`config.mk`:
```
export PLATFORM = sky130hd
export DESIGN_NAME = solver_dispatch
export DESIGN_NICKNAME = d
export VERILOG_FILES = /design/src/rtl/solver_dispatch.sv
export SDC_FILE = /design/constraint.sdc
export NUM_CORES = 1
export LEC_CHECK = 0
export BUFFER_PORTS_ARGS = -buffer_cell sky130_fd_sc_hd__buf_4
export CAP_MARGIN = 10
export CORE_MARGIN = 2
export CORE_UTILIZATION = 51
export CTS_BUF_LIST = sky130_fd_sc_hd__clkbuf_4 sky130_fd_sc_hd__clkbuf_8
export CTS_CLUSTER_DIAMETER = 100
export DETAILED_ROUTE_END_ITERATION = 12
export GPL_TIMING_DRIVEN = 0
export PLACE_DENSITY = 0.88
export REMOVE_ABC_BUFFERS = 1
export SYNTH_ARGS = -nofsm -noshare
export SYNTH_HDL_FRONTEND = slang
export SYNTH_SLANG_ARGS = --single-unit
```
`constraint.sdc`:
```
create_clock -name clock -period 6.9 [get_ports clock]
set_input_delay 1.035 -clock clock [delete_from_list [all_inputs] [get_ports clock]]
set_output_delay 1.035 -clock clock [all_outputs]
set_load 0.01 [all_outputs]
```
`src/rtl/solver_dispatch.sv`:
```
// Host-side driver for one fractal solver core: config push, c-limb load, start, result return.
// Optional build macro SOLVER_DISPATCH_PERF_EN adds res_cycles (WAIT_DONE cycle count per job).
//
// state     | meaning
// ----------+-----------------------------------------------------------
// IDLE      | waiting for a job; job_ready=1
// CFG       | one cycle pushing shadow num_limbs/iter_lim to the solver
// LOAD_RE   | streaming c-real limbs 0..N-1 into the solver
// LOAD_IM   | streaming c-imag limbs 0..N-1 into the solver
// START     | one-cycle solve start pulse
// WAIT_DONE | waiting for the solver done flag, then capturing the result
// RESULT    | presenting the result until the collector takes it
module solver_dispatch #(
  parameter int LIMB_INDEX_BITS = 6,
  parameter int LIMB_BITS       = 32,
  parameter int TAG_BITS        = 16
) (
  input  logic                       clock,
  input  logic                       reset,
  input  logic                       cfg_wr,
  input  logic [LIMB_INDEX_BITS-1:0] cfg_num_limbs,
  input  logic [15:0]                cfg_iter_lim,
  input  logic                       job_valid,
  output logic                       job_ready,
  input  logic [TAG_BITS-1:0]        job_tag,
  input  logic                       limb_valid,
  output logic                       limb_ready,
  input  logic [LIMB_BITS-1:0]       limb_data,
  output logic                       res_valid,
  input  logic                       res_ready,
  output logic [TAG_BITS-1:0]        res_tag,
  output logic [15:0]                res_iter,
  output logic                       res_escaped,
`ifdef SOLVER_DISPATCH_PERF_EN
  output logic [31:0]                res_cycles,
`endif
  output logic                       wr_real_en,
  output logic                       wr_imag_en,
  output logic [LIMB_INDEX_BITS-1:0] wr_ind,
  output logic [LIMB_BITS-1:0]       wr_data,
  output logic                       wr_num_limbs_en,
  output logic [LIMB_INDEX_BITS-1:0] num_limbs_data,
  output logic                       wr_iter_lim_en,
  output logic [15:0]                iter_lim_data,
  output logic                       start,
  input  logic                       out_ready,
  input  logic [15:0]                iteration_count
);

  localparam logic [LIMB_INDEX_BITS-1:0] ONE_LIMB      = LIMB_INDEX_BITS'(1);
  localparam logic [15:0]                ITER_LIM_INIT = 16'd255;
  localparam logic [15:0]                ITER_HIT_LIM  = 16'hFFFF;

  typedef enum logic [2:0] {
    IDLE,
    CFG,
    LOAD_RE,
    LOAD_IM,
    START,
    WAIT_DONE,
    RESULT
  } state_t;

  state_t state, state_nxt;

  logic [LIMB_INDEX_BITS-1:0] shadow_num_limbs;
  logic [15:0]                shadow_iter_lim;
  logic                       cfg_dirty;
  logic                       cfg_take;
  logic [LIMB_INDEX_BITS-1:0] job_n;
  logic [LIMB_INDEX_BITS-1:0] limb_cnt;
  logic                       limb_last;
  logic [TAG_BITS-1:0]        tag_q;

  // A zero limb count would wedge the load loop, so such writes are dropped outright.
  assign cfg_take  = cfg_wr && (cfg_num_limbs != '0);
  assign limb_last = (limb_cnt == (job_n - ONE_LIMB));

  always_ff @(posedge clock) begin
    if (reset) begin
      state <= IDLE;
    end else begin
      state <= state_nxt;
    end
  end

  always_comb begin
    state_nxt       = state;
    job_ready       = 1'b0;
    limb_ready      = 1'b0;
    res_valid       = 1'b0;
    wr_real_en      = 1'b0;
    wr_imag_en      = 1'b0;
    wr_ind          = '0;
    wr_data         = '0;
    wr_num_limbs_en = 1'b0;
    num_limbs_data  = '0;
    wr_iter_lim_en  = 1'b0;
    iter_lim_data   = '0;
    start           = 1'b0;
    case (state)
      IDLE: begin
        // Held low while reset is asserted so every output reads 0 during reset.
        job_ready = !reset;
        if (job_valid && !reset) begin
          state_nxt = cfg_dirty ? CFG : LOAD_RE;
        end
      end
      CFG: begin
        wr_num_limbs_en = 1'b1;
        num_limbs_data  = shadow_num_limbs;
        wr_iter_lim_en  = 1'b1;
        iter_lim_data   = shadow_iter_lim;
        state_nxt       = LOAD_RE;
      end
      LOAD_RE: begin
        limb_ready = 1'b1;
        wr_real_en = limb_valid;
        wr_ind     = limb_cnt;
        wr_data    = limb_data;
        if (limb_valid && limb_last) begin
          state_nxt = LOAD_IM;
        end
      end
      LOAD_IM: begin
        limb_ready = 1'b1;
        wr_imag_en = limb_valid;
        wr_ind     = limb_cnt;
        wr_data    = limb_data;
        if (limb_valid && limb_last) begin
          state_nxt = START;
        end
      end
      START: begin
        start     = 1'b1;
        state_nxt = WAIT_DONE;
      end
      WAIT_DONE: begin
        if (out_ready) begin
          state_nxt = RESULT;
        end
      end
      RESULT: begin
        res_valid = 1'b1;
        if (res_ready) begin
          state_nxt = IDLE;
        end
      end
      default: begin
        state_nxt = IDLE;
      end
    endcase
  end

  always_ff @(posedge clock) begin
    if (reset) begin
      shadow_num_limbs <= ONE_LIMB;
      shadow_iter_lim  <= ITER_LIM_INIT;
      cfg_dirty        <= 1'b1;
    end else begin
      if (cfg_take) begin
        shadow_num_limbs <= cfg_num_limbs;
        shadow_iter_lim  <= cfg_iter_lim;
        cfg_dirty        <= 1'b1;
      end else if (state == CFG) begin
        cfg_dirty <= 1'b0;
      end
    end
  end

  // job_n survives across jobs so a clean config skips the CFG cycle.
  always_ff @(posedge clock) begin
    if (reset) begin
      job_n    <= ONE_LIMB;
      limb_cnt <= '0;
      tag_q    <= '0;
    end else begin
      case (state)
        IDLE: begin
          if (job_valid) begin
            tag_q    <= job_tag;
            limb_cnt <= '0;
          end
        end
        CFG: begin
          job_n <= shadow_num_limbs;
        end
        LOAD_RE, LOAD_IM: begin
          if (limb_valid) begin
            limb_cnt <= limb_last ? '0 : limb_cnt + ONE_LIMB;
          end
        end
        default: begin
        end
      endcase
    end
  end

  always_ff @(posedge clock) begin
    if (reset) begin
      res_tag     <= '0;
      res_iter    <= '0;
      res_escaped <= 1'b0;
    end else if (state == WAIT_DONE && out_ready) begin
      res_tag     <= tag_q;
      res_iter    <= iteration_count;
      res_escaped <= (iteration_count != ITER_HIT_LIM);
    end
  end

`ifdef SOLVER_DISPATCH_PERF_EN
  logic [31:0] perf_cnt;

  always_ff @(posedge clock) begin
    if (reset) begin
      perf_cnt   <= '0;
      res_cycles <= '0;
    end else begin
      if (state == START) begin
        perf_cnt <= '0;
      end else if (state == WAIT_DONE) begin
        if (perf_cnt != 32'hFFFF_FFFF) begin
          perf_cnt <= perf_cnt + 32'd1;
        end
        if (out_ready) begin
          res_cycles <= perf_cnt;
        end
      end
    end
  end
`endif

endmodule

```
==> summary.txt <==
Outcome
  • Result of the run: finished, final reports clean

Setup path
  • Register-to-Register Path Depth: 8
  • Minimum setup slack among reg-to-reg paths: between 4 and 5 ns
  • Highest fanout seen on the critical path: 19
  • Startpoint Class: register
  • Reg-to-reg critical path endpoint: state[0]
  • Worst Path Class, Setup: register to primary output
  • Endpoint class of the critical path: primary output
  • R2r startpoint: job_n[0]
  • Worst path required time: about 5.9 ns
  • Critical path arrival: 2.53 ns

Global routing
  • Antenna violations before repair: 0
  • Met3 track demand over resource in global routing: 5.43%
  • Number of global-route vias before repair: roughly 3800
  • Largest net degree at the start of global routing: ~80
  • Total track usage: a little over a quarter
  • Fraction of met1 tracks used by global routing: between 20% and 30%
  • Global-route wire length before repair: around 18000 um
  • Fraction of met2 tracks used by global routing: roughly 48%
  • Leftover overflow at the end of global routing: 0
  • GRT busiest layer: met2

Worst hold path
  • Hold path start: tag_q[10]
  • Destination of the worst hold path: res_tag[10]
  • Class of the most critical hold timing path: register to register
  • Worst Hold Depth: 2

Logic synthesis
  • Synth Warn #: 0
  • Post-synthesis area per instance: ~7.4 sq um
  • List of most frequent post-synthesis cells: nand2_1, dfxtp_1, a21oi_1, and2_1, clkbuf_1
  • Fraction of registers with async set or reset after synthesis: 0%
  • Count of unique library cells instantiated by Yosys: 37
  • Synth Instances: between 500 and 600
  • Largest area contributor in the netlist: dfxtp_1
  • Dominant register cell in the synthesized netlist: dfxtp_1
  • Post-Synthesis Cell Area: ~0.0038 sq mm
  • Most common cell in the netlist: nand2_1
  • Top-area cell type share of the netlist area: 45.3%
  • Number of synthesized flops with an enable pin: 0
  • Leading post-synthesis cells by cell area: dfxtp_1, nand2_1, a21oi_1, and2_1, clkbuf_1
  • Flops & latches, synth: 87
  • Proportion of synthesized chip area in sequential cells: 45.3%

Timing
  • Finish-stage setup viols: 0
  • Setup_tns: 0 ns
  • Highest attainable clock frequency: 281 MHz
  • Post-Route Skew: roughly 0.010 ns
  • Slew Limit Fails: 0
  • Portion of the clock cycle consumed by the worst path in the final layout: between 50% and 60%
  • Setup repair after global routing missed its margin: no
  • Worst setup slack after layout: approximately 3.3 ns
  • Final count of hold timing violations: 0
  • Crit path time final: 3.56 ns
  • Worst max-slew margin expressed relative to the limit: ~21%
  • Slew at the pin with the worst max-slew slack: 1.18 ns

Detailed routing
  • Number of design rule violations left after detail routing: 0
  • Number of vias per cell after detailed routing: about 5.2
  • Initial drt markers: 185
  • Mean routed wirelength per cell: between 10 and 15 um
  • Count of antenna-violating nets left after detailed routing: 0
  • Detailed-router iteration count before antenna repair: 4
  • Total Wirelength: 11000 um
  • Count of vias placed by the detailed router: ~4100

Clock tree
  • TritonCTS sink count: 87
  • Clock root buffer master: clkbuf_8
  • CTS buffer count: 9
  • Post-CTS repair timing setup buffer count: 0
  • Clk_lat worst skew: 0.35 ns
  • Depth of the CTS H-tree: 3
  • TritonCTS clock tree: built
  • CTS max path bufs: 2
  • Hold Buf Count CTS: 0
  • Clock-pin slew of the registers on the worst-case setup and hold paths: 0.09 ns
  • Number of gates given a new drive strength after cts: 0

Cells and area
  • Diodes inserted: 0
  • # nets final: approximately 780
  • Fraction of layout instances using a drive strength above 1: about a third
  • Number of inserted filler cells in the final layout: 541
  • Layout-stage area growth over the synthesis result: 43.5%

Pwr
  • Total net switching power: 475 uW
  • Clock share of power: ~26%
  • Static leakage: between 0.002 and 0.003 uW
  • Internal power summed over all cells: approximately 940 uW
  • Peak supply drop: between 150 and 200 uV
  • Register share of total power: between 40% and 50%
  • Sw frac: between 30 and 40%
  • Combinational group share of total power: approximately 32%
  • Pwr Density: around 260 mW/mm^2

Floorplanning
  • Area of the placeable core: between 0.007 and 0.008 sq mm
  • Die Span X: 90.8 um
  • Number of rows in the core area: 31
  • Initial Util: 52.7%
  • Count of pins on the block boundary: slightly below 200
  • Total die area: a little over 0.008 sq mm
  • Vertical die dimension: 90.8 um

Placement
  • Input/output buffers: a little under 200
  • Placement Setup Slack: about 3.7 ns
  • Post-detailed-placement half-perimeter wirelength: 8100 um
  • Final weighted congestion in routability-driven placement: 0.873

Run
  • Max Cap Violations: 0
[placed cells by master, fill, tap and decap left out, types with 4 or more instances in the layout]
cell      instances
and2_1           39
nand2_1         164
nand3_1          18
dfxtp_1          87
a31oi_1           4
clkbuf_8          9
buf_4           193
inv_1             8
nand4_1           5
and3_1           21
nor3_1            5
a21oi_1          73
nor2_1            9
xnor2_1           4
nor4_1            4
[through the flow]
step | area, sq um | cells | util, % | total power [uW] | hold slack (ns)
final | 5520 | 787 | 75.6 | 1410 | 0.449
after global routing | 5520 | 787 | 75.6 | 1490 | 0.470
after CTS | 5500 | 786 | 75.4 | 1420 | 0.445
after detailed placement | 5290 | 770 | 72.6 | 1060 | 0.443
after global placement | 5260 | 769 | 72.2 | 1030 | 0.435
after floorplan | 3690 | 477 | - | 834 | 0.426
[power by group through the flow]
stage / clock [uW] / sequential [uW] / combinational [uW]
CTS: 371 / 590 / 459
floorplan: 0 / 589 / 245
global route: 396 / 598 / 501
detailed placement: 0 / 601 / 457
global placement: 0 / 599 / 434
finish: 365 / 590 / 456
[worst max path at each step]
stage / cells after the start / end / from
2_1_floorplan: 4 / shadow_iter_lim[10] / cfg_num_limbs[2]
3_3_place_gp: 5 / shadow_num_limbs[5] / cfg_num_limbs[2]
3_5_place_dp: 6 / num_limbs_data[5] / state[2]
4_1_cts: 6 / num_limbs_data[5] / state[2]
5_1_grt: 6 / num_limbs_data[4] / state[2]
6_report: 6 / num_limbs_data[3] / state[2]
[layer usage]
layer	share of wire [%]	up-vias	wire, um
met5	0	-	0
met4	3.1	0	340
met3	6.4	27	701
met2	53	157	5820
met1	38	1836	4150
li1	-	2036	-
[final cells by class]
type                       count  area [sq um]  area share (%)
multi-input combinational    382          1930            35.1
sequential                    87          1740            31.6
timing repair buffer         195          1480            26.8
clock buffer                  10           131            2.38
tap                           99           124            2.25
clock inverter                 6          75.1            1.36
inverter                       8          30.0           0.544
[critical path, cell delays in order, from the launching register on]
cell and delay (ns):
dfxtp_1 0.47, nor2_1 0.78, nand2_1 0.37, inv_1 0.27, nand2_1 0.12, inv_1 0.06, buf_4 0.11
[logic make-up after synthesis]
| kind of cell | count (synthesis) | synth area share (%) |
|---|---|---|
| buffers and inverters | 48 | 4.79 |
| AO/OA/AOI/OAI | 92 | 13.2 |
| flip-flops | 87 | 45.3 |
| AND/OR/NAND/NOR | 281 | 34.4 |
| adder cells (fa/ha/maj) | 2 | 0.651 |
| XOR/XNOR | 7 | 1.60 |
[flip-flops by register name (all words and copies together) (netlist names)]
| name | count |
|---|---|
| state | 3 |
| tag_q | 16 |
| res_escaped | 1 |
| res_iter | 16 |
| job_n | 6 |
| shadow_num_limbs | 6 |
| cfg_dirty | 1 |
| shadow_iter_lim | 16 |
| res_tag | 16 |
| limb_cnt | 6 |
Power figures use the tool's default switching activity.
